[src/rtl/maxpool_2x2_stream.sv]
// Streaming 2x2 / stride-2 signed max-pool over a raster-order feature map.
// One pooled pixel is emitted per 2x2 window through a registered valid/ready output stage.
module maxpool_2x2_stream #(
  parameter int unsigned DATA_BITS = 8,
  parameter int unsigned IMG_W     = 28,
  parameter int unsigned IMG_H     = 28
) (
  input  logic                        clk,
  input  logic                        rst_n,
  input  logic signed [DATA_BITS-1:0] in_data,
  input  logic                        in_valid,
  output logic                        in_ready,
  output logic signed [DATA_BITS-1:0] out_data,
  output logic                        out_valid,
  input  logic                        out_ready,
  output logic                        frame_done
);

  localparam int unsigned HalfW = IMG_W / 2;
  localparam int unsigned ColW  = (IMG_W > 2) ? $clog2(IMG_W) : 1;
  localparam int unsigned RowW  = (IMG_H > 2) ? $clog2(IMG_H) : 1;
  localparam int unsigned LbW   = (HalfW > 1) ? $clog2(HalfW) : 1;

  localparam logic [ColW-1:0] ColLast = ColW'(IMG_W - 1);
  localparam logic [RowW-1:0] RowLast = RowW'(IMG_H - 1);

  typedef logic signed [DATA_BITS-1:0] pix_t;

  logic [ColW-1:0] col_q, col_d;
  logic [RowW-1:0] row_q, row_d;
  pix_t            hreg_q, hreg_d;
  pix_t            out_data_q, out_data_d;
  logic            out_valid_q, out_valid_d;
  logic            frame_done_q, frame_done_d;

  // Line buffer holds the horizontal maxima of the even row; no reset needed.
  pix_t            lb_q [HalfW];

  logic            in_xfer, out_xfer;
  logic            col_odd, row_odd, col_wrap, frame_end;
  logic            lb_we, res_load;
  logic [LbW-1:0]  lb_idx;
  pix_t            hmax, lb_rd, vmax;

  assign in_ready  = ~out_valid_q | out_ready;
  assign in_xfer   = in_valid & in_ready;
  assign out_xfer  = out_valid_q & out_ready;

  assign col_odd   = col_q[0];
  assign row_odd   = row_q[0];
  assign col_wrap  = (col_q == ColLast);
  assign frame_end = col_wrap & (row_q == RowLast);

  assign lb_idx    = LbW'(col_q >> 1);
  assign lb_rd     = lb_q[lb_idx];

  // Ties resolve toward the newer operand; the value is identical either way.
  assign hmax      = (in_data >= hreg_q) ? in_data : hreg_q;
  assign vmax      = (hmax >= lb_rd) ? hmax : lb_rd;

  assign lb_we     = in_xfer & col_odd & ~row_odd;
  assign res_load  = in_xfer & col_odd & row_odd;

  always_comb begin
    col_d        = col_q;
    row_d        = row_q;
    hreg_d       = hreg_q;
    out_data_d   = out_data_q;
    out_valid_d  = out_valid_q;
    frame_done_d = 1'b0;

    if (in_xfer) begin
      if (col_wrap) begin
        col_d = '0;
        row_d = (row_q == RowLast) ? '0 : row_q + RowW'(1);
      end else begin
        col_d = col_q + ColW'(1);
      end
      if (!col_odd) begin
        hreg_d = in_data;
      end
      frame_done_d = frame_end;
    end

    // A new result overrides the clear so a same-cycle drain and load keeps valid high.
    if (res_load) begin
      out_valid_d = 1'b1;
      out_data_d  = vmax;
    end else if (out_xfer) begin
      out_valid_d = 1'b0;
    end
  end

  always_ff @(posedge clk or negedge rst_n) begin
    if (!rst_n) begin
      col_q        <= '0;
      row_q        <= '0;
      hreg_q       <= '0;
      out_data_q   <= '0;
      out_valid_q  <= 1'b0;
      frame_done_q <= 1'b0;
    end else begin
      col_q        <= col_d;
      row_q        <= row_d;
      hreg_q       <= hreg_d;
      out_data_q   <= out_data_d;
      out_valid_q  <= out_valid_d;
      frame_done_q <= frame_done_d;
    end
  end

  always_ff @(posedge clk) begin
    if (lb_we) begin
      lb_q[lb_idx] <= hmax;
    end
  end

  assign out_data   = out_data_q;
  assign out_valid  = out_valid_q;
  assign frame_done = frame_done_q;

endmodule
[config.mk]
export PLATFORM = sky130hd
export DESIGN_NAME = maxpool_2x2_stream
export DESIGN_NICKNAME = d
export VERILOG_FILES = /design/src/rtl/maxpool_2x2_stream.sv
export SDC_FILE = /design/constraint.sdc
export NUM_CORES = 1
export LEC_CHECK = 0
export BUFFER_PORTS_ARGS = -buffer_cell sky130_fd_sc_hd__buf_2
export CORE_MARGIN = 2
export CORE_UTILIZATION = 55
export DETAILED_ROUTE_END_ITERATION = 16
export PLACE_DENSITY = 0.72
export SYNTH_ARGS = -nofsm -noshare
export SYNTH_HDL_FRONTEND = slang
export SYNTH_SLANG_ARGS = --single-unit
[constraint.sdc]
create_clock -name clk -period 3.6 [get_ports clk]
set_input_delay 0.18 -clock clk [delete_from_list [all_inputs] [get_ports clk]]
set_output_delay 0.18 -clock clk [all_outputs]
set_load 0.05 [all_outputs]
After elaboration in Yosys (flattened, before gate mapping):

Memories as Yosys holds them, arrays and structs flattened.
Cells that the tools add are included.

* register bits after elaboration: 28
* RAM bits: 112
* input bits: 12
* output and inout bits: 11
* logic and storage cells: 35
* memories kept: 1

* $add $sub $neg: 2
* order comparisons: 2
* equality and inequality tests: 2
* mux-type cells: 9
* bitwise logic cells: 10
* reduce and logical (&&, ||, !) cells: 3

Memories
* lb_q: depth 14, width 8, read ports 1, clocked after memory_dff 0, wr ports 1, RTL line 37 `pix_t lb_q [HalfW];`

Operators with widths (count)
* >= comparator 8 bit: 2
* 2-to-1 mux 8 bit: 2
* adder 5 x 1 -> 5 bit (second input constant): 2
* == test 5 bit (second input constant): 2
* 2-to-1 mux 5 bit: 2
* bitwise AND 1 bit: 6
* 2-to-1 mux 1 bit: 5
* AND reduction 2 bit: 2
* inverter 1 bit: 3
* nonzero test 2 bit: 1
* OR 1 bit: 1

Logic depth before layout (Yosys ltp):

* depth after elaboration: 7
* gate-level depth with buffers: 14
* mapped depth without buffers: 14

Worst setup path after synthesis:

OpenSTA, ideal clock, no wires.

* kind: register to register
* start: register hreg_q[0]
* end: register out_data_q[1] (netlist: out_data[1])
* setup time: 79 ps
* data arrival time: 3081 ps
* required time: 3521 ps
* slack: 441 ps
* stages on the path, launching flop included: 14
* path buffers: 0
* period minus slack after synthesis: 3159 ps
* path through: dfrtp_1 > ha_1 > nand2b_1 > a2111oi_2 > o31ai_4 > mux2i_1 > inv_1 > ha_1 > o211ai_1 > a21oi_1 > nor4_1 > o21ai_2 > mux2_2 > o21ai_1

* word-level cells in the longest chain between the ends: 4

Ends and longest elaborated chain
* start, declared: RTL line 31 `pix_t hreg_q, hreg_d;`
* start signal, assigned: RTL line 105 `hreg_q <= hreg_d;`
* >= comparator 8 bit: RTL line 58 `assign hmax = (in_data >= hreg_q) ? in_data : hreg_q;`
* 2-to-1 mux 8 bit: RTL line 58
* via hmax[3]: RTL line 43 `pix_t hmax, lb_rd, vmax;`
* >= comparator 8 bit: RTL line 59 `assign vmax = (hmax >= lb_rd) ? hmax : lb_rd;`
* 2-to-1 mux 8 bit: RTL line 59
* end signal, assigned: RTL line 106 `out_data_q <= out_data_d;`
* end, declared: RTL line 32 `pix_t out_data_q, out_data_d;`

The timed path passes the listed nets, and every way through them passes these cells.
A chain may end at the register's enable or synchronous reset.

Worst setup path after layout:

* start: register col_q[3]
* end: register out_data_q[2] (netlist: out_data[2])

* word-level cells in the longest chain between the ends: 3

Ends and longest elaborated chain
* start, declared: RTL line 29 `logic [ColW-1:0] col_q, col_d;`
* start signal, assigned: RTL line 103 `col_q <= col_d;`
* memory (14 x 8 bit) (*)
* >= comparator 8 bit: RTL line 59
* 2-to-1 mux 8 bit (*): RTL line 59

Every way passes the cells marked *; elsewhere a longest branch is shown, timed or not.

==> reports/summary.txt <==
synthesized cell area = 6090 sq um
initial core utilization = 56.2%
Total Routing Usage GR = 23.1%
WL/cell = 19.6 um
Rel. slew slack = 43.9%
diode count = 0
Core ar. = 10800 sq um
met1 Usage GRT = 31.5%
Net Sw Power = 2300 uW
synthesized net count = 465
synth top area cells = edfxtp_1, dfrtp_1, mux2i_1, ha_1, nand2_1
CTS HTree Levels = 4
Setup crit end kind = register
gpl congestion = 0.893
Top FF cell, synth = edfxtp_1
initial antenna violation count = 0
area grow syn2layout = 19.1%
final hold viol count = 0
first-pass GRT wire length = 19800 um
fin crit share = 97.6%
Clock Sinks = 140
Register Area = 4070 sq um
status = complete, no violations
Setup TNS Final = 0 ns
sequential-to-total area share from yosys stat = 66.7%
DP Wirelength = 8400 um
Post-Syn Instances = 435
fmax = 285 MHz
Pleak = 0.00279 uW
share of flip-flops with an asynchronous set or reset = 20.0%
Vias = 3794
CP Launch Type = register
GR Layer Usage met3 = 5.74%
share of total power in the clock network = 25.8%
die span in y = 109 um
critical path start-end classification = reg -> reg
Reg clk slew, reported paths = 0.06 ns
Die Footprint = 11900 sq um
Avg Inst Size Synth = 14.0 sq um
maximum vdd ir drop = 0.000604 V
Worst Path Arrival = 3.95 ns
gr busiest metal = met2
largest net degree at the start of global routing = 29
Post-DRT Antenna Nets = 0
die extent in x = 109 um
worst skew pair latency = 0.52 ns
most frequent cell after synthesis = edfxtp_1
critical path peak fanout = 14
Root Driver = clkbuf_8
number of DRC markers in iteration 0 = 416
row count = 38
drt first pass iters = 5
total gr overflow = 0
top post-synthesis cells by count = edfxtp_1, mux2i_1, nand2_1, dfrtp_1, o21ai_0
combinational share of power = 39.4%
critical path required time = 4.04 ns
Power Density = 908 nW/um^2
EDFF count, synth = 112
HP Class = in -> async
fillers = 760
count of cell types in the netlist = 42
WHS = 0.223 ns
met2 Use GR = 36.0%
fin crit period = 3.51 ns
Synth top area share = 55.2%
Flop pwr share = 34.9%
#FFs+latches synth = 140
Post-Route WL = 12800 um
CTS tree = built
CTS buffer count = 17
final setup skew = 0.00878 ns
NumNets Final = 528
multi-input combinational cell area = 1910 sq um
count of warnings emitted by yosys = 0
maximum clock path buffer count = 2
Yosys top cell by area = edfxtp_1
Worst Max-Slew Pin Slew = 0.838 ns
layout cells sized above 1 = 20.0%
# setup viols final = 0
Max Slew Vio Count = 0
vias in the first global route = 3740
Vias/cell = 5.83
sw frac = 34.9%
PortBufs = 22
Remaining DRCs = 0
Internal = 4290 uW
MaxCap Viol Count = 0
IO Pins = 23
[routing by layer]
layer,routed length [um],vias to the layer above
met4,356,0
met2,6060,155
li1,-,1767
met3,926,35
met1,5430,1837
met5,0,-
[critical path, stage by stage, from the launching register on]
cell,delay (ns)
dfrtp_1,0.56
nand2b_2,0.32
or2_2,0.38
o22ai_1,0.35
nor4_2,0.12
buf_4,0.16
ha_1,0.29
o211ai_1,0.09
a21oi_1,0.24
nor4_4,0.07
o21ai_1,0.34
mux2_2,0.38
o21ai_1,0.11
[cell families (layout without fill, tap and decap cells)]
family                   Yosys count  count (layout)  share of synthesized area (%)
multiplexers                      67              67                           11.2
buffers and inverters             36             111                           2.63
adder cells (fa/ha/maj)           18              18                           3.70
AND/OR/NAND/NOR                  104             104                           8.21
XOR/XNOR                           1               1                          0.144
flip-flops                       140             140                           66.7
AO/OA/AOI/OAI                     69              70                           7.39
[power by group through the flow]
stage / sequential [uW] / clock, uW / combinational, uW
floorplan: 2300 / 0 / 1580
global placement: 2310 / 0 / 2350
detailed placement: 2320 / 0 / 2400
CTS: 2290 / 1720 / 2420
global route: 2320 / 1780 / 2800
finish: 2300 / 1700 / 2590
[sequential cells by signal, indices dropped and copies added (netlist names)]
| signal | flops |
|---|---|
| hreg_q | 8 |
| frame_done | 1 |
| row_q | 5 |
| lb_q | 112 |
| out_data | 8 |
| col_q | 5 |
| out_valid | 1 |
[final timing paths]
check                             from           to  slack, ns  cells after the start
max                           col_q[3]  out_data[2]       0.09                     12
min                              rst_n     row_q[0]       0.22                      2
max reg2reg                   col_q[3]  out_data[2]       0.09                     12
min reg2reg                out_data[5]  out_data[5]       0.49                      2
max in group asynchronous        rst_n     col_q[2]       2.89                      2
min in group clk            in_data[7]    hreg_q[7]       0.43                      4
[cell usage in the layout (no fill, tap or decap), types with 6 or more instances in the layout]
master / Yosys / final
buf_2: 5 / 22
buf_4: 3 / 25
clkbuf_16: 0 / 16
dfrtp_1: 28 / 27
dlygate4sd3_1: 0 / 11
edfxtp_1: 112 / 112
ha_1: 18 / 18
inv_1: 19 / 19
mux2_2: 11 / 11
mux2i_1: 56 / 55
nand2_1: 41 / 41
nor2_1: 21 / 21
nor4_1: 8 / 6
o21ai_0: 24 / 23
o21ai_1: 7 / 9
o22ai_1: 16 / 16
o2bb2ai_1: 8 / 8
[final cells by class]
type | count | area share [%]
Sequential cell | 140 | 56.1
Timing Repair Buffer | 60 | 6.17
Tap cell | 140 | 2.41
Multi-Input combinational cell | 260 | 26.4
Clock inverter | 13 | 2.05
Inverter | 19 | 0.983
Clock buffer | 19 | 5.95
[stage by stage]
stage               area [sq um]  setup slack, ns  power [uW]  cells  util (%)
CTS                         7190           0.0602        6420    649      66.3
finish                      7250           0.0878        6590    651      66.9
global route                7250        -0.000497        6900    651      66.9
floorplan                   6090            0.441        3880    435         -
detailed placement          6500           0.0706        4710    606      59.9
global placement            6500            0.137        4660    606      59.9
[timing repair]
action                     in CTS  in global routing
resized for setup               0                  7
buffers inserted                0                  1
setup endpoints to repair       0                  8
hold buffers                   11                  0
hold endpoints to repair       39                  0
(Power assumes the default switching activity.)
